File: config.mk
export PLATFORM = sky130hd
export DESIGN_NAME = arith_unit_pipe
export DESIGN_NICKNAME = d
export VERILOG_FILES = /design/src/rtl/arith_pkg.sv /design/src/rtl/arith_unit_addsub.sv /design/src/rtl/arith_unit_pipe.sv
export SDC_FILE = /design/constraint.sdc
export NUM_CORES = 1
export LEC_CHECK = 0
export CAP_MARGIN = 20
export CELL_PAD_IN_SITES_DETAIL_PLACEMENT = 0
export CELL_PAD_IN_SITES_GLOBAL_PLACEMENT = 1
export CORE_ASPECT_RATIO = 0.75
export CORE_MARGIN = 2
export CORE_UTILIZATION = 40
export DETAILED_ROUTE_END_ITERATION = 10
export HOLD_SLACK_MARGIN = 0.08
export PLACE_DENSITY_LB_ADDON = 0.3
export SYNTH_ARGS = -nofsm -noshare
export SYNTH_HDL_FRONTEND = slang
export SYNTH_SLANG_ARGS = --single-unit
File: constraint.sdc
create_clock -name clk -period 2.97 [get_ports clk]
set_input_delay 0.4455 -clock clk [delete_from_list [all_inputs] [get_ports clk]]
set_output_delay 0.4455 -clock clk [all_outputs]
set_load 0.1 [all_outputs]
File: src/rtl/arith_pkg.sv
// Shared definitions for the pipelined add/sub/abs unit.
// Holds the opcode encodings and the signed-limit helper functions.
// Opcode aliases exist because two encodings map onto add, |A| and |B|.
package arith_pkg;

  localparam logic [2:0] OP_ADD0  = 3'b000;
  localparam logic [2:0] OP_ASUBB = 3'b001;
  localparam logic [2:0] OP_ABSB0 = 3'b010;
  localparam logic [2:0] OP_ABSB1 = 3'b011;
  localparam logic [2:0] OP_ADD1  = 3'b100;
  localparam logic [2:0] OP_BSUBA = 3'b101;
  localparam logic [2:0] OP_ABSA0 = 3'b110;
  localparam logic [2:0] OP_ABSA1 = 3'b111;

  // Largest positive two's-complement value for a w-bit word, zero-extended.
  function automatic logic [63:0] max_pos(input int w);
    return (64'd1 << (w - 1)) - 64'd1;
  endfunction

  // Most negative two's-complement value for a w-bit word (low w bits valid).
  function automatic logic [63:0] min_neg(input int w);
    return 64'd1 << (w - 1);
  endfunction

endpackage

File: src/rtl/arith_unit_addsub.sv
// Purpose: combinational WIDTH-bit adder/subtractor with signed overflow flag.
// Latency: 0 cycles (pure combinational). Backpressure: none, no state.
// Ports: x, y operands; sub selects x + ~y + 1; sum/cout result; ovf signed overflow.
module addsub_core #(
  parameter int WIDTH = 4
) (
  input  logic [WIDTH-1:0] x,
  input  logic [WIDTH-1:0] y,
  input  logic             sub,
  output logic [WIDTH-1:0] sum,
  output logic             cout,
  output logic             ovf
);

  logic [WIDTH-1:0] y_eff;

  assign y_eff       = sub ? ~y : y;
  assign {cout, sum} = {1'b0, x} + {1'b0, y_eff} + {{WIDTH{1'b0}}, sub};
  // Overflow is judged on the operands actually summed (x and the possibly
  // inverted y), which is exactly the classic same-sign-in, other-sign-out rule.
  assign ovf = (x[WIDTH-1] == y_eff[WIDTH-1]) && (sum[WIDTH-1] != x[WIDTH-1]);

endmodule

File: src/rtl/arith_unit_pipe.sv
// Purpose: two-stage signed add / A-B / B-A / |A| / |B| with overflow and optional saturation.
// Latency: 2 cycles from accepted input beat to out_valid; 1 beat/cycle throughput.
// Backpressure: valid/ready on both sides; a stall at out_ready ripples back one stage per cycle.
// Ports: clk, rst_n (async, active low); in_valid/in_ready/in_a/in_b/in_op input beat;
//        out_valid/out_ready/out_r/out_ovf/out_sat result beat.
module arith_unit_pipe
  import arith_pkg::*;
#(
  parameter int WIDTH  = 4,
  parameter bit SAT_EN = 1'b0
) (
  input  logic             clk,
  input  logic             rst_n,
  input  logic             in_valid,
  output logic             in_ready,
  input  logic [WIDTH-1:0] in_a,
  input  logic [WIDTH-1:0] in_b,
  input  logic [2:0]       in_op,
  output logic             out_valid,
  input  logic             out_ready,
  output logic [WIDTH-1:0] out_r,
  output logic             out_ovf,
  output logic             out_sat
);

  // Stage-1 payload: operands already swapped into place plus the op flags.
  typedef struct packed {
    logic [WIDTH-1:0] x;
    logic [WIDTH-1:0] y;
    logic             sub;
    logic             abs;
  } s1_pay_t;

  s1_pay_t          s1_nxt;
  s1_pay_t          s1_q;
  logic             s1_vld;
  logic             s2_vld;
  logic             s1_adv;

  logic [WIDTH-1:0] core_x;
  logic [WIDTH-1:0] core_y;
  logic             core_sub;
  logic [WIDTH-1:0] core_sum;
  logic             core_cout_unused;
  logic             core_ovf;
  logic [WIDTH-1:0] sat_val;
  logic [WIDTH-1:0] res;
  logic             res_sat;

  // Handshake: stage 2 empties when empty or draining; stage 1 accepts
  // whenever it is empty or can move forward.
  assign s1_adv    = ~s2_vld | out_ready;
  assign in_ready  = ~s1_vld | s1_adv;
  assign out_valid = s2_vld;

  // Decode: B-A is A-B with the operands swapped; |A| and |B| select X.
  always_comb begin
    s1_nxt = '0;
    case (in_op)
      OP_ADD0, OP_ADD1: begin
        s1_nxt.x = in_a;
        s1_nxt.y = in_b;
      end
      OP_ASUBB: begin
        s1_nxt.x   = in_a;
        s1_nxt.y   = in_b;
        s1_nxt.sub = 1'b1;
      end
      OP_BSUBA: begin
        s1_nxt.x   = in_b;
        s1_nxt.y   = in_a;
        s1_nxt.sub = 1'b1;
      end
      OP_ABSA0, OP_ABSA1: begin
        s1_nxt.x   = in_a;
        s1_nxt.abs = 1'b1;
      end
      default: begin  // OP_ABSB0, OP_ABSB1
        s1_nxt.x   = in_b;
        s1_nxt.abs = 1'b1;
      end
    endcase
  end

  // Abs reuses the adder as 0 - X (negative X) or 0 + X (non-negative X), so
  // |most-negative| falls out of the same overflow rule as subtraction.
  always_comb begin
    core_x   = s1_q.x;
    core_y   = s1_q.y;
    core_sub = s1_q.sub;
    if (s1_q.abs) begin
      core_x   = '0;
      core_y   = s1_q.x;
      core_sub = s1_q.x[WIDTH-1];
    end
  end

  addsub_core #(.WIDTH(WIDTH)) u_addsub (
    .x    (core_x),
    .y    (core_y),
    .sub  (core_sub),
    .sum  (core_sum),
    .cout (core_cout_unused),
    .ovf  (core_ovf)
  );

  // On overflow the wrapped sign is the opposite of the true sign, so a
  // negative wrapped sum means the true result was too large a positive.
  assign sat_val = core_sum[WIDTH-1] ? WIDTH'(max_pos(WIDTH)) : WIDTH'(min_neg(WIDTH));
  assign res_sat = SAT_EN && core_ovf;
  assign res     = res_sat ? sat_val : core_sum;

  always_ff @(posedge clk or negedge rst_n) begin
    if (!rst_n) begin
      s1_vld  <= 1'b0;
      s1_q    <= '0;
      s2_vld  <= 1'b0;
      out_r   <= '0;
      out_ovf <= 1'b0;
      out_sat <= 1'b0;
    end else begin
      if (in_ready) begin
        s1_vld <= in_valid;
      end
      if (in_valid && in_ready) begin
        s1_q <= s1_nxt;
      end
      if (s1_adv) begin
        s2_vld <= s1_vld;
      end
      // Result registers load only with a real beat so a stalled or drained
      // output keeps its last value.
      if (s1_vld && s1_adv) begin
        out_r   <= res;
        out_ovf <= core_ovf;
        out_sat <= res_sat;
      end
    end
  end

endmodule

==> flow_metrics.env <==
export IMPL_ys_types=34
export IMPL_critical_path_arrival_ps=2160
export IMPL_status="completed"
export IMPL_part_of_the_total_power_dissipated_in_the_clock_network_pct=13.9
export IMPL_crit_required_ps=3180
export IMPL_route_detailed_wl_per_inst_um=12.86
export IMPL_ys_async_sr_fraction_pct=100.0
export IMPL_dieWidth_um=62.77
export IMPL_postSynthRegisterBits=17
export IMPL_met2_wirelength_um=961
export IMPL_first_global_vias=771
export IMPL_power_static_leakage_nw=0.5638
export IMPL_worst_path_max_fanout=7
export IMPL_route_detailed_drc=0
export IMPL_routedLengthMet1_um=982
export IMPL_finalSetupViolCount=0
export IMPL_worst_max_slew_pin_slew_ps=799.5
export IMPL_synthToLayoutAreaGrowth_pct=21.74
export IMPL_grt_setup_unrepaired="false"
export IMPL_fp_row_count=15
export IMPL_antenna_found_initial=0
export IMPL_final_max_slew_violation_count=0
export IMPL_die_area_mm2=0.003017
export IMPL_cts_hold_repair_buffers=0
export IMPL_route_vias_total=792
export IMPL_route_final_wire_length_mm=2.057
export IMPL_hold_slack_ps=488.0
export IMPL_core_area_mm2=0.002384
export IMPL_syn_inst=107
export IMPL_fp_dieH_um=48.08
export IMPL_grt_first_pass_wirelength_mm=3.622
export IMPL_grt_max_degree=20
export IMPL_hp_class="flip-flop to flip-flop"
export IMPL_yosysSeqAreaShare_pct=41.06
export IMPL_grt_util_all_layers_pct=16.28
export IMPL_switching_share_pct=49.00
export IMPL_tritoncts="yes"
export IMPL_max_vdd_ir_drop_mv=0.3151
export IMPL_p_sw_mw=0.4497
export IMPL_antenna_left=0
export IMPL_nNetsFinal=145
export IMPL_setup_worst_path_end_class="flip-flop"
export IMPL_cts_num_sinks=17
export IMPL_relSlewSlack_pct=46.53
export IMPL_drv_cap=0
export IMPL_finalHoldViolations=0
export IMPL_gr_total_overflow=0
export IMPL_floorplan_initialDensity_pct=43.46
export IMPL_drive_above_1_share_pct=13.49
export IMPL_post_cts_setup_buffers=0
export IMPL_netlist_area_mm2=0.001036
export IMPL_critical_path_startpoint_type="flip-flop"
export IMPL_vias_per_cell=4.950
export IMPL_synth_flop_cell="sky130_fd_sc_hd__dfrtp_1"
export IMPL_cts_buffers_inserted=3
export IMPL_layout_min_cycle_time_ps=1954
export IMPL_timing_setup_critical_path_class="flip-flop to flip-flop"
export IMPL_post_route_fraction_of_the_period_consumed_by_the_critical_path_pct=65.81
export IMPL_synth_edf_count=0
export IMPL_syn_area_per_cell_um2=9.682
export IMPL_place_detailed_instances=156
export IMPL_finalNonFillerCells=160
export IMPL_power_share_sequential_pct=35.0
export IMPL_design_portCount=23
export IMPL_cts_root_to_sink_buffers=2
export IMPL_postLayoutSetupSlackWorst_ps=1016
export IMPL_globalplace_congestion=0.7215
export IMPL_wl_met3_um=94
export IMPL_power_combinational_fraction_pct=51.1
export IMPL_diode_count=0
export IMPL_h_tree_depth_reported_by_cts=1
export IMPL_port_buffers=21
export IMPL_finalSetupTns_ps=0
export IMPL_ys_warn_count=0
export IMPL_post_cts_resized=0
export IMPL_fin_skew_ps=2.418
export IMPL_power_density_mw_per_mm2=727.6
export IMPL_clk_insertion_delay_late_ps=290
export IMPL_placement_setup_worst_slack_ps=841.7
export IMPL_dpl_hpwl_mm=1.655
export IMPL_p_int_mw=0.4680
export IMPL_detailedRoute_firstIterationViolations=39
export IMPL_clock_tree_root_cell="sky130_fd_sc_hd__clkbuf_4"
export IMPL_postSynthNetCount=125
export IMPL_clk_pin_slew_worst_paths_ps=100
export IMPL_top_layer_used="met4"
export IMPL_drt_pass1_iter_count=4
export IMPL_max_freq_mhz=511.6
## through the flow
step           cell area, um^2  util, %  power [mW]
2_1_floorplan             1036        -      0.6930
3_3_place_gp              1235    51.81      0.7880
3_5_place_dp              1235    51.81      0.7996
4_1_cts                   1261    52.91      0.9273
5_1_grt                   1261    52.91      0.9785
6_report                  1261    52.91      0.9176
## worst max-delay path, stage by stage, from the launching register on
cell and delay (ps):
sky130_fd_sc_hd__dfrtp_1 490, sky130_fd_sc_hd__xor2_1 200, sky130_fd_sc_hd__nand2_1 80, sky130_fd_sc_hd__o21ai_0 130
sky130_fd_sc_hd__ha_1 230, sky130_fd_sc_hd__nor2_1 120, sky130_fd_sc_hd__o221ai_1 210, sky130_fd_sc_hd__and3_4 220
sky130_fd_sc_hd__o31ai_2 190
## state kept, by name, summed over array words and instances (netlist names)
register and flops:
s1_q 10, out_ovf 1, out_valid 1, s1_vld 1, out_r 4
## path summary, 6_finish.rpt
check                                           from                    end  slack, ps  cells after the start
worst max-delay path             s1_q[9]$_DFFE_PN0P_   out_r[3]$_DFFE_PN0P_       1020                      8
worst min-delay path            out_r[1]$_DFFE_PN0P_   out_r[1]$_DFFE_PN0P_        490                      2
worst max register to register   s1_q[9]$_DFFE_PN0P_   out_r[3]$_DFFE_PN0P_       1020                      8
worst min register to register  out_r[1]$_DFFE_PN0P_   out_r[1]$_DFFE_PN0P_        490                      2
max in group asynchronous                      rst_n   out_r[3]$_DFFE_PN0P_       1870                      1
min in group asynchronous                      rst_n  out_valid$_DFFE_PN0P_        610                      1
## kinds of logic after synthesis
kind of cell    share of synthesized area (%)
compound gates                          12.80
buf+inv                                 4.590
flops                                   41.06
mux                                     12.20
simple gates                            17.99
fa+ha+maj                               4.348
xor+xnor                                6.644
other cells                            0.3620
## routing by layer
layer,track usage [%],vias to the layer above
li1,-,400
met2,27.96,15
met5,0,-
met4,5.333,0
met3,5.176,2
met1,20.32,375
## cell usage in the layout (no fill, tap or decap), types with 2 or more instances in the layout
| cell type | netlist | layout |
|---|---|---|
| sky130_fd_sc_hd__nand2_1 | 19 | 19 |
| sky130_fd_sc_hd__dfrtp_1 | 17 | 17 |
| sky130_fd_sc_hd__clkdlybuf4s50_1 | 0 | 14 |
| sky130_fd_sc_hd__mux2i_1 | 10 | 10 |
| sky130_fd_sc_hd__buf_4 | 1 | 7 |
| sky130_fd_sc_hd__o21ai_1 | 6 | 6 |
| sky130_fd_sc_hd__nand2b_1 | 5 | 5 |
| sky130_fd_sc_hd__nor2b_1 | 4 | 4 |
| sky130_fd_sc_hd__o21ai_0 | 4 | 4 |
| sky130_fd_sc_hd__o31ai_1 | 4 | 4 |
| sky130_fd_sc_hd__nor2_1 | 4 | 4 |
| sky130_fd_sc_hd__inv_1 | 3 | 3 |
| sky130_fd_sc_hd__xnor2_1 | 3 | 3 |
| sky130_fd_sc_hd__xor2_1 | 3 | 3 |
| sky130_fd_sc_hd__clkbuf_4 | 0 | 3 |
| sky130_fd_sc_hd__ha_1 | 2 | 2 |
## synthesized netlist by cell type (2+ instances only)
master / number / area, um^2
sky130_fd_sc_hd__clkbuf_1: 2 / 7.510
sky130_fd_sc_hd__o31ai_1: 4 / 30.03
sky130_fd_sc_hd__xnor2_1: 3 / 26.28
sky130_fd_sc_hd__nand2_1: 19 / 71.32
sky130_fd_sc_hd__buf_2: 2 / 10.01
sky130_fd_sc_hd__o21ai_0: 4 / 20.02
sky130_fd_sc_hd__nor2b_1: 4 / 25.02
sky130_fd_sc_hd__inv_1: 3 / 11.26
sky130_fd_sc_hd__mux2i_1: 10 / 100.1
sky130_fd_sc_hd__nand2b_1: 5 / 31.28
sky130_fd_sc_hd__o21ai_1: 6 / 30.03
sky130_fd_sc_hd__ha_1: 2 / 25.02
sky130_fd_sc_hd__xor2_1: 3 / 26.28
sky130_fd_sc_hd__nor2_1: 4 / 15.01
sky130_fd_sc_hd__dfrtp_1: 17 / 425.4
## cell type report
type | count | area [um^2]
clock buffers | 4 | 26.28
fillers | 239 | 1122
inverters | 3 | 11.26
multi-input cells | 81 | 563.0
flip-flops and latches | 17 | 425.4
well taps | 34 | 42.54
repair buffers | 21 | 192.7
## power groups by stage
stage	Sequential [mW]	Clock (mW)	Combinational (mW)
2_1_floorplan	0.506	0	0.187
3_3_place_gp	0.323	0	0.465
3_5_place_dp	0.328	0	0.472
4_1_cts	0.323	0.133	0.472
5_1_grt	0.330	0.143	0.505
6_report	0.321	0.127	0.469
(Power assumes the default switching activity.)
